### src/rtl/mop_pkg.sv
// Shared constants, types and helpers for the pipelined multi-operand adder.
package mop_pkg;

  localparam int MOP_WIDTH   = 3;
  localparam int MOP_NUM_OPS = 3;
  localparam int MOP_ACC_W   = 8;

  // Narrowest width that holds the exact sum of num_ops operands of width bits.
  function automatic int min_result_w(input int width, input int num_ops);
    return width + $clog2(num_ops);
  endfunction

  typedef struct packed {
    logic [MOP_NUM_OPS*MOP_WIDTH-1:0] ops;
    logic                             acc;
  } mop_beat_t;

  typedef enum logic [1:0] {
    OCC_EMPTY,
    OCC_HALF,
    OCC_FULL
  } mop_occ_e;

endpackage

### src/rtl/multi_operand_adder_pipe_if.sv
// Operand-in / result-out handshake bundle for multi_operand_adder_pipe.
interface multi_operand_adder_pipe_if #(
  parameter int WIDTH   = mop_pkg::MOP_WIDTH,
  parameter int NUM_OPS = mop_pkg::MOP_NUM_OPS,
  parameter int ACC_W   = mop_pkg::MOP_ACC_W
);

  logic                     in_valid;
  logic                     in_ready;
  logic [NUM_OPS*WIDTH-1:0] in_ops;
  logic                     in_acc;
  logic                     out_valid;
  logic                     out_ready;
  logic [ACC_W-1:0]         out_sum;
  logic                     out_carry;

  modport master (
    output in_valid, in_ops, in_acc, out_ready,
    input  in_ready, out_valid, out_sum, out_carry
  );

  modport slave (
    input  in_valid, in_ops, in_acc, out_ready,
    output in_ready, out_valid, out_sum, out_carry
  );

endinterface

### src/rtl/mop_csa_tree.sv
// Combinational carry-save reduction of NUM_OPS unsigned operands plus a final ripple add.
module mop_csa_tree
  import mop_pkg::*;
#(
  parameter int WIDTH   = MOP_WIDTH,
  parameter int NUM_OPS = MOP_NUM_OPS,
  parameter int SUM_W   = min_result_w(WIDTH, NUM_OPS)
) (
  input  logic [NUM_OPS*WIDTH-1:0] ops,
  output logic [SUM_W-1:0]         sum
);

  logic [SUM_W-1:0] s_vec;
  logic [SUM_W-1:0] c_vec;
  logic [SUM_W-1:0] x_vec;
  logic [SUM_W-1:0] maj;
  logic             cy;

  // All arithmetic is mod 2^SUM_W; the true total always fits, so dropped
  // carries out of the top bit are always zero in the final result.
  always_comb begin
    // NOTE: every variable gets a value before any branch or loop reads it,
    // so no path leaves a stale value behind and no latch is inferred.
    sum   = '0;
    s_vec = SUM_W'(ops[0 +: WIDTH]);
    c_vec = '0;
    x_vec = '0;
    maj   = '0;
    cy    = 1'b0;
    for (int k = 1; k < NUM_OPS; k++) begin
      x_vec = SUM_W'(ops[k*WIDTH +: WIDTH]);
      maj   = (s_vec & c_vec) | (s_vec & x_vec) | (c_vec & x_vec);
      s_vec = s_vec ^ c_vec ^ x_vec;
      c_vec = maj << 1;
    end
    for (int i = 0; i < SUM_W; i++) begin
      sum[i] = s_vec[i] ^ c_vec[i] ^ cy;
      cy     = (s_vec[i] & c_vec[i]) | (s_vec[i] & cy) | (c_vec[i] & cy);
    end
  end

endmodule

### src/rtl/multi_operand_adder_pipe.sv
// Two-stage pipelined multi-operand adder with optional running accumulation.
// Build option: define MOP_ACC_SATURATE_EN to clamp accumulate overflow instead of wrapping.
module multi_operand_adder_pipe
  import mop_pkg::*;
#(
  parameter int WIDTH   = MOP_WIDTH,
  parameter int NUM_OPS = MOP_NUM_OPS,
  parameter int ACC_W   = MOP_ACC_W
) (
  input logic                        clk,
  input logic                        rst_n,
  multi_operand_adder_pipe_if.slave  bus
);

  localparam int OPS_W = NUM_OPS * WIDTH;
  localparam int SUM_W = min_result_w(WIDTH, NUM_OPS);

  if (NUM_OPS < 2) begin : g_bad_num_ops
    $error("multi_operand_adder_pipe: NUM_OPS must be at least 2");
  end
  if (ACC_W < SUM_W) begin : g_bad_acc_w
    $error("multi_operand_adder_pipe: ACC_W must be >= WIDTH + clog2(NUM_OPS)");
  end

  typedef struct packed {
    logic [OPS_W-1:0] ops;
    logic             acc;
  } beat_t;

  beat_t            s1;
  logic             s1_valid;
  logic             out_valid;
  logic             out_carry;
  logic [ACC_W-1:0] acc;
  mop_occ_e         occ;
  logic             s2_free;
  logic             advance;
  logic             accept;
  logic [SUM_W-1:0] opsum;
  logic [ACC_W:0]   acc_wide;
  logic [ACC_W-1:0] acc_next;
  logic             carry_next;
`ifdef MOP_ACC_SATURATE_EN
  logic             sat_flag;
  logic             sat_next;
`endif

  always_comb begin
    case ({s1_valid, out_valid})
      2'b00:   occ = OCC_EMPTY;
      2'b11:   occ = OCC_FULL;
      default: occ = OCC_HALF;
    endcase
  end

  assign s2_free      = !out_valid || bus.out_ready;
  assign advance      = s1_valid && s2_free;
  assign bus.in_ready = (occ != OCC_FULL) || bus.out_ready;
  assign accept       = bus.in_valid && bus.in_ready;

  always_ff @(posedge clk or negedge rst_n) begin
    // NOTE: state registers use non-blocking assignment so every flop samples
    // pre-edge values regardless of statement order.
    if (!rst_n) begin
      s1_valid <= 1'b0;
    end else if (accept) begin
      s1_valid <= 1'b1;
    end else if (advance) begin
      s1_valid <= 1'b0;
    end
  end

  // NOTE: the S1 payload has no reset; s1_valid alone decides whether it means anything.
  always_ff @(posedge clk) begin
    if (accept) begin
      s1 <= '{ops: bus.in_ops, acc: bus.in_acc};
    end
  end

  mop_csa_tree #(
    .WIDTH   (WIDTH),
    .NUM_OPS (NUM_OPS),
    .SUM_W   (SUM_W)
  ) u_csa_tree (
    .ops (s1.ops),
    .sum (opsum)
  );

  always_comb begin
    acc_wide   = {1'b0, acc} + (ACC_W+1)'(opsum);
    acc_next   = ACC_W'(opsum);
    carry_next = 1'b0;
`ifdef MOP_ACC_SATURATE_EN
    sat_next   = 1'b0;
    if (s1.acc) begin
      // Once clamped, stay clamped until a plain-sum beat restarts the total.
      if (acc_wide[ACC_W] || sat_flag) begin
        acc_next   = '1;
        carry_next = 1'b1;
        sat_next   = 1'b1;
      end else begin
        acc_next   = acc_wide[ACC_W-1:0];
      end
    end
`else
    if (s1.acc) begin
      acc_next   = acc_wide[ACC_W-1:0];
      carry_next = acc_wide[ACC_W];
    end
`endif
  end

  always_ff @(posedge clk or negedge rst_n) begin
    if (!rst_n) begin
      out_valid <= 1'b0;
      out_carry <= 1'b0;
      acc       <= '0;
    end else if (advance) begin
      out_valid <= 1'b1;
      out_carry <= carry_next;
      acc       <= acc_next;
    end else if (bus.out_ready) begin
      out_valid <= 1'b0;
    end
  end

`ifdef MOP_ACC_SATURATE_EN
  always_ff @(posedge clk or negedge rst_n) begin
    if (!rst_n) begin
      sat_flag <= 1'b0;
    end else if (advance) begin
      sat_flag <= sat_next;
    end
  end
`endif

  assign bus.out_valid = out_valid;
  assign bus.out_sum   = acc;
  assign bus.out_carry = out_carry;

endmodule

### src/flat_wrapper.sv
// flat-port wrapper written by rule: the top's interface ports become plain ports
module multi_operand_adder_pipe_flat import mop_pkg::*;
#(
  parameter int WIDTH   = MOP_WIDTH,
  parameter int NUM_OPS = MOP_NUM_OPS,
  parameter int ACC_W   = MOP_ACC_W
)
  (clk, rst_n, bus_in_valid, bus_in_ops, bus_in_acc, bus_out_ready, bus_in_ready, bus_out_valid, bus_out_sum, bus_out_carry);
  multi_operand_adder_pipe_if #(.WIDTH(WIDTH), .NUM_OPS(NUM_OPS), .ACC_W(ACC_W)) bus_i ();
  input logic clk;
  input logic rst_n;
  input wire logic [$bits(bus_i.in_valid)-1:0] bus_in_valid;
  input wire logic [$bits(bus_i.in_ops)-1:0] bus_in_ops;
  input wire logic [$bits(bus_i.in_acc)-1:0] bus_in_acc;
  input wire logic [$bits(bus_i.out_ready)-1:0] bus_out_ready;
  output wire logic [$bits(bus_i.in_ready)-1:0] bus_in_ready;
  output wire logic [$bits(bus_i.out_valid)-1:0] bus_out_valid;
  output wire logic [$bits(bus_i.out_sum)-1:0] bus_out_sum;
  output wire logic [$bits(bus_i.out_carry)-1:0] bus_out_carry;
  assign bus_i.in_valid = bus_in_valid;
  assign bus_i.in_ops = bus_in_ops;
  assign bus_i.in_acc = bus_in_acc;
  assign bus_i.out_ready = bus_out_ready;
  assign bus_in_ready = bus_i.in_ready;
  assign bus_out_valid = bus_i.out_valid;
  assign bus_out_sum = bus_i.out_sum;
  assign bus_out_carry = bus_i.out_carry;
  multi_operand_adder_pipe #(.WIDTH(WIDTH), .NUM_OPS(NUM_OPS), .ACC_W(ACC_W)) u_core (.clk(clk), .rst_n(rst_n), .bus(bus_i));
endmodule
### config.mk
export PLATFORM = sky130hd
export DESIGN_NAME = multi_operand_adder_pipe_flat
export DESIGN_NICKNAME = d
export VERILOG_FILES = /design/src/rtl/mop_pkg.sv /design/src/rtl/multi_operand_adder_pipe_if.sv /design/src/rtl/mop_csa_tree.sv /design/src/rtl/multi_operand_adder_pipe.sv /design/src/flat_wrapper.sv
export SDC_FILE = /design/constraint.sdc
export NUM_CORES = 1
export LEC_CHECK = 0
export BUFFER_PORTS_ARGS = -buffer_cell sky130_fd_sc_hd__clkbuf_2
export CORE_ASPECT_RATIO = 0.6
export CORE_MARGIN = 8
export CORE_UTILIZATION = 35
export CTS_CLUSTER_SIZE = 25
export DETAILED_ROUTE_END_ITERATION = 10
export PLACE_DENSITY = 0.67
export SLEW_MARGIN = 20
export SYNTH_ARGS = -nofsm -noshare
export SYNTH_HDL_FRONTEND = slang
export SYNTH_SLANG_ARGS = --single-unit
### constraint.sdc
create_clock -name clk -period 3.43 [get_ports clk]
set_clock_uncertainty 0.15 [all_clocks]
set_input_delay 0.686 -clock clk [delete_from_list [all_inputs] [get_ports clk]]
set_output_delay 0.686 -clock clk [all_outputs]
set_load 0.005 [all_outputs]
==> impl_results.md, run 1 <==
- Run status: finished, final reports clean
- Global Route Usage Sum: 0.09516
- Areal power density over the cells: 708.3 mW/mm^2
- Worst hold slack: 0.1448 ns
- Count of inserted antenna diode cells: 0
- Share of synthesized area occupied by flip-flops and latches: 0.4883
- Clock root buffer master: sky130_fd_sc_hd__clkbuf_8
- Area of the die: 0.005541 mm^2
- WP data arrival: 3.39 ns
- Synth warnings: 0
- Share of final-layout standard cells stronger than drive strength 1: 0.3308
- Area of all placed cells without fillers: 0.001451 mm^2
- Filler-free cell count of the finished design: 175
- H-tree depth reported by CTS: 1
- Unique cell type count in the Yosys netlist: 26
- Slew at the pin closest to its max-slew limit: 0.5421 ns
- Post-route DRC violation count: 0
- Placed cell areas: 0.001346 mm^2
- Latest clock arrival within the worst-skew pair: 0.26 ns
- Flops & latches, synth: 21
- Worst ir drop on vdd: 0.2772 mV
- Setup tns final: 0 ns
- Cell with the biggest individual delay on the critical path: sky130_fd_sc_hd__fa_2
- Number of I/O pins: 25
- Starting Density: 0.3634
- Max Fanout on Critical Path: 3
- Syn avg cell area: 11.44 um^2
- Overall power: 1.028 mW
- Via count of the first global-routing pass: 896
- Slew margin rel.: 0.6377
- Hold violation total from the final report: 0
- Total of max-cap violations: 0
- Source of the worst register-to-register timing path: u_core.s1[5]
- RSZ-0062 raised after global routing: yes
- Sum of routed wire length over all layers: 2354 um
- Series of cell instances along the critical path: ha_1 > inv_2 > fa_1 > inv_1 > ha_2 > inv_2 > fa_2 > inv_2 > fa_2 > ha_4 > o21ai_4 > o21bai_4 > o21ai_2 > mux2i_1 > o21ai_1
- HPWL Detailed: 1774 um
- Antenna Violating Nets Remaining: 0
- Sort of element at the start of the critical path: register
- Synthesized Nets: 132
- Area growth from synthesis to layout: 23.14%
- Vias: 810
- Cell repeated most along the worst path: sky130_fd_sc_hd__inv_2
- Initial DRC count: 57
- Final setup violating endpoints: 0
- CP startpoint: u_core.s1[5]
- Wire per inst: 13.45 um
- Final period demand of the worst path: 3.396 ns
- Pre-CTS setup slack: -0.1017 ns
- Fin. max-slew vios: 0
- Period Utilization, post-route: 0.9902
- Worst-case clock buffer depth: 2
- Total number of clock tree sinks: 21
- Cell Count Post-Placement: 170
- Highest clock frequency the design can meet: 294.4 MHz
- Row count: 16
- DR vias/cell: 4.629
- Required time at the worst-slack endpoint: 3.42 ns
- Leakage: 0.6903 nW
- PortBufs: 24
- TritonRoute pass-1 iters: 4
- Core occupancy in the finished layout: 0.4475
- Post-Syn Area: 0.001179 mm^2
- Maximum number of pins on one net before global-route repair: 19
- Worst setup path class: reg -> reg
- Worst Setup Slack, final: 0.03352 ns
- Clock transition at path regs: 0.08 ns
- Final Net Count: 160
- Die width: 90.92 um
- Critical Path End Type: register
- Buf/Inv on CP: 4
- TritonCTS clock tree: yes
- Wire length of the first global-routing pass: 4160 um
- Max stage delay on crit path: 0.46 ns
- GPL Wtd Cong: 0.7848
- Standard cell core area: 0.003243 mm^2
- Vertical die dimension: 60.95 um
- Post-Synthesis Cells: 103
- Total congestion overflow: 0
- Type of the most critical hold path: in -> async
- Antenna violations before repair: 0
- TritonCTS buffer count: 3
- Largest delay share family, worst path: adder cells
[final cells by class]
| type | count | area, um^2 |
|---|---|---|
| Sequential cell | 21 | 575.6 |
| Inverter | 12 | 45.04 |
| Tap cell | 45 | 56.30 |
| Fill cell | 299 | 1792 |
| Multi-Input combinational cell | 68 | 601.8 |
| Timing Repair Buffer | 25 | 127.6 |
| Clock buffer | 4 | 45.04 |
[flip-flops by register name, indices dropped and copies added (netlist names)]
name,flops
u_core.s1_valid,1
u_core.s1,10
u_core.bus.out_sum,8
u_core.bus.out_carry,1
u_core.bus.out_valid,1
[path summary, 6_finish.rpt]
| path | cells after the start | slack (ns) | end |
|---|---|---|---|
| min in group clk | 2 | 0.35 | u_core.bus.out_carry |
| worst min register to register | 2 | 0.35 | u_core.bus.out_carry |
| worst max-delay path | 15 | 0.03 | u_core.bus.out_sum[7] |
| max in group asynchronous | 1 | 2.76 | u_core.s1_valid |
| worst max register to register | 15 | 0.03 | u_core.bus.out_sum[7] |
| worst min-delay path | 1 | 0.14 | u_core.bus.out_sum[4] |
[cells in the mapped netlist (all sizes together)]
cell type	instances	share of area
xor2	1	0.0074
ha	10	0.11
o21ai	12	0.051
o21bai	2	0.013
nand4	1	0.0053
fa	5	0.085
clkbuf	1	0.0032
a32o	1	0.0085
a21o	2	0.013
mux2i	5	0.042
a21oi	4	0.023
nand2	11	0.035
nand3b	1	0.0064
and2	1	0.0053
nor2	5	0.016
nand2b	3	0.016
dfrtp	11	0.23
inv	12	0.038
a211oi	2	0.017
edfxtp	10	0.25
buf	1	0.0042
o211a	1	0.0085
xnor2	1	0.0074
[repair_timing]
item | 4_1_cts | 5_1_grt
setup endpoints to repair | 5 | 6
hold buffers | 0 | 0
resized for setup | 4 | 11
pin swaps | 2 | 12
buffers inserted | 1 | 0
[logic make-up after synthesis]
kind of cell,synth area share
fa+ha+maj,0.1911
simple gates,0.08388
buf+inv,0.04564
xor+xnor,0.01486
compound gates,0.1337
mux,0.04246
flops,0.4883
[cell usage in the layout, fill, tap and decap left out, types with 2 or more instances in the layout]
cell / count
sky130_fd_sc_hd__clkbuf_8: 3
sky130_fd_sc_hd__fa_2: 2
sky130_fd_sc_hd__a21o_1: 2
sky130_fd_sc_hd__nand2_1: 11
sky130_fd_sc_hd__clkbuf_2: 24
sky130_fd_sc_hd__a21oi_2: 2
sky130_fd_sc_hd__inv_2: 3
sky130_fd_sc_hd__o21ai_0: 2
sky130_fd_sc_hd__edfxtp_1: 10
sky130_fd_sc_hd__inv_1: 9
sky130_fd_sc_hd__a21oi_1: 2
sky130_fd_sc_hd__o21ai_2: 2
sky130_fd_sc_hd__dfrtp_1: 11
sky130_fd_sc_hd__ha_2: 2
sky130_fd_sc_hd__o21ai_1: 7
sky130_fd_sc_hd__nand2b_1: 3
sky130_fd_sc_hd__nor2_1: 5
sky130_fd_sc_hd__fa_1: 3
sky130_fd_sc_hd__ha_1: 7
sky130_fd_sc_hd__mux2i_1: 5
[routing by layer]
layer / global-route usage / up-vias / share of wire
met5: 0 / - / 0
met4: 0.04850 / 0 / 0.011
met3: 0.02222 / 2 / 0.020
met2: 0.1613 / 18 / 0.49
met1: 0.1138 / 380 / 0.48
li1: - / 410 / -
[power breakdown]
| group | switching (mW) | total [mW] | internal [mW] |
|---|---|---|---|
| Combinational | 0.259 | 0.501 | 0.242 |
| Sequential | 0.0526 | 0.366 | 0.313 |
| Clock | 0.0785 | 0.161 | 0.0827 |
Power figures use the tool's default switching activity.
==> inputs of run 2 (changes only) <==
- CORE_UTILIZATION: 35 -> 48
- PLACE_DENSITY: 0.67 -> 0.84
==> impl_results.md, run 2 (synthesis results as in run 1) <==
- Run status: finished, final reports clean
- Initial DRC count: 18 (-68%)
- Worst hold slack: 0.1413 ns (-0.003497 ns)
- Area of the multi-input gates: 606.8 um^2 (+0.83%)
- Total of max-cap violations: 0 (unchanged)
- Buf/Inv on CP: 4 (unchanged)
- Cell Count Post-Placement: 157 (-7.6%)
- Sort of element at the start of the critical path: register
- Overall power: 1.034 mW (+0.61%)
- Worst-case clock buffer depth: 2 (unchanged)
- Count of inserted antenna diode cells: 0 (unchanged)
- Placed cell areas: 0.001330 mm^2 (-1.2%)
- Worst ir drop on vdd: 0.3899 mV (+41%)
- Worst setup path class: reg -> reg
- Type of the most critical hold path: in -> async
- Total of hold buffers inserted after clock tree synthesis: 0 (unchanged)
- Wire length of the first global-routing pass: 3981 um (-4.3%)
- Slew at the pin closest to its max-slew limit: 0.5137 ns (-0.02836 ns)
- Period Utilization, post-route: 0.9873 (-0.002948)
- Sum of routed wire length over all layers: 2391 um (+1.6%)
- Most frequent standard cell in the layout excluding fill and tap cells: sky130_fd_sc_hd__clkbuf_2
- Buffers inserted during post-CTS setup optimization: 0 (-1)
- Maximum number of pins on one net before global-route repair: 19 (unchanged)
- Wire per inst: 14.85 um (+10%)
- Setup tns final: 0 ns (unchanged)
- Fin. max-slew vios: 0 (unchanged)
- Highest clock frequency the design can meet: 295.3 MHz (+0.30%)
- Clock transition at path regs: 0.08 ns (about the same)
- Largest delay share family, worst path: adder cells
- TritonCTS buffer count: 3 (unchanged)
- TritonRoute pass-1 iters: 4 (unchanged)
- Area of all placed cells without fillers: 0.001434 mm^2 (-1.2%)
- TritonCTS clock tree: yes
- H-tree depth reported by CTS: 1 (unchanged)
- Final Net Count: 159 (-0.63%)
- Series of cell instances along the critical path: ha_1 > inv_2 > fa_1 > inv_1 > ha_1 > inv_1 > fa_2 > inv_2 > fa_2 > ha_4 > o21ai_4 > o21bai_4 > a21oi_2 > mux2i_1 > o21ai_1
- Max stage delay on crit path: 0.46 ns (about the same)
- WP data arrival: 3.39 ns (about the same)
- Leakage: 0.6920 nW (+0.25%)
- Starting Density: 0.4876 (+0.1242)
- Clock root buffer master: sky130_fd_sc_hd__clkbuf_8
- DR vias/cell: 5.230 (+13%)
- Required time at the worst-slack endpoint: 3.43 ns (about the same)
- Vertical die dimension: 54.39 um (-11%)
- Total area of sequential cells: 575.6 um^2 (unchanged)
- Antenna violations before repair: 0 (unchanged)
- Antenna Violating Nets Remaining: 0 (unchanged)
- Final period demand of the worst path: 3.386 ns (-0.01011 ns)
- Core occupancy in the finished layout: 0.5932 (+0.1456)
- Standard cell core area: 0.002417 mm^2 (-25%)
- Share of final-layout standard cells stronger than drive strength 1: 0.3178 (-0.01294)
- Filler cells: 186 (-38%)
- Final setup violating endpoints: 0 (unchanged)
- Max Fanout on Critical Path: 3 (unchanged)
- GPL Wtd Cong: 0.8221 (+4.8%)
- PortBufs: 24 (unchanged)
- HPWL Detailed: 1807 um (+1.9%)
- Worst Setup Slack, final: 0.04363 ns (+0.01011 ns)
- Worst r2r path cells: 15 (unchanged)
- RSZ-0062 raised after global routing: yes
- Global Route Usage Sum: 0.1200 (+0.02480)
- Latest clock arrival within the worst-skew pair: 0.26 ns (about the same)
- Most flop-heavy register: u_core.s1
- Slew margin rel.: 0.6567 (+0.01895)
- Cell depth of the worst setup path: 15 (unchanged)
- Flip-flop count of the largest register, all copies and words added: 10 (unchanged)
- Number of I/O pins: 25 (unchanged)
- Areal power density over the cells: 721.4 mW/mm^2 (+1.8%)
- Cell with the biggest individual delay on the critical path: sky130_fd_sc_hd__fa_2
- Hold violation total from the final report: 0 (unchanged)
- Vias: 842 (+4.0%)
- Area growth from synthesis to layout: 21.66%
- Area of the die: 0.004349 mm^2 (-22%)
- Critical Path End Type: register
- Total number of clock tree sinks: 21 (unchanged)
- Row count: 14 (-2)
- Post-route DRC violation count: 0 (unchanged)
- Via count of the first global-routing pass: 944 (+5.4%)
- Die width: 79.97 um (-12%)
- Commonest non-fill, non-tap cells in the layout: sky130_fd_sc_hd__clkbuf_2 (24), sky130_fd_sc_hd__nand2_1 (11), sky130_fd_sc_hd__dfrtp_1 (11), sky130_fd_sc_hd__inv_1 (10), sky130_fd_sc_hd__edfxtp_1 (10)
- Filler-free cell count of the finished design: 161 (-8.0%)
- Total congestion overflow: 0 (unchanged)
- Pre-CTS setup slack: -0.1378 ns (-0.03613 ns)
## run 2: cell count changes in the layout (fill, tap and decap cells not counted), sizes merged
cell,delta
buf,-1
clkbuf,-1
clkinv,+1
## run 2: cell type report
type | count | share of cell area
Inverter | 12 | 0.03141
Timing Repair Buffer | 24 | 0.08377
Clock buffer | 3 | 0.02880
Tap cell | 32 | 0.02792
Multi-Input combinational cell | 68 | 0.4232
Sequential cell | 21 | 0.4014
Clock inverter | 1 | 0.003490
## run 2: report_power, final
part | switching [mW] | leakage [nW] | internal, mW
logic | 0.264 | 0.433 | 0.241
clock network | 0.0809 | 0.0255 | 0.0809
registers | 0.0542 | 0.233 | 0.313
total | 0.399 | 0.692 | 0.635
## run 2: what timing repair did
item                                    in CTS  in global routing
pin swaps                                    6                  9
gates resized for setup                     10                  4
endpoints found under the setup margin       5                  6
## run 2: final timing paths
check	start	endpoint	slack [ns]
worst max-delay path	u_core.s1[2]	u_core.bus.out_sum[5]	0.04
worst min-delay path	rst_n	u_core.bus.out_sum[5]	0.14
worst max register to register	u_core.s1[2]	u_core.bus.out_sum[5]	0.04
worst min register to register	u_core.bus.out_carry	u_core.bus.out_carry	0.37
max in group asynchronous	rst_n	u_core.bus.out_sum[6]	2.77
min in group clk	u_core.bus.out_carry	u_core.bus.out_carry	0.37
## run 2: layer usage
metal,part of all wire,track usage,vias to the layer above
li1,-,-,407
met1,0.40,0.1179,405
met2,0.51,0.2230,22
met3,0.057,0.03934,8
met4,0.033,0.07485,0
met5,0,0,-
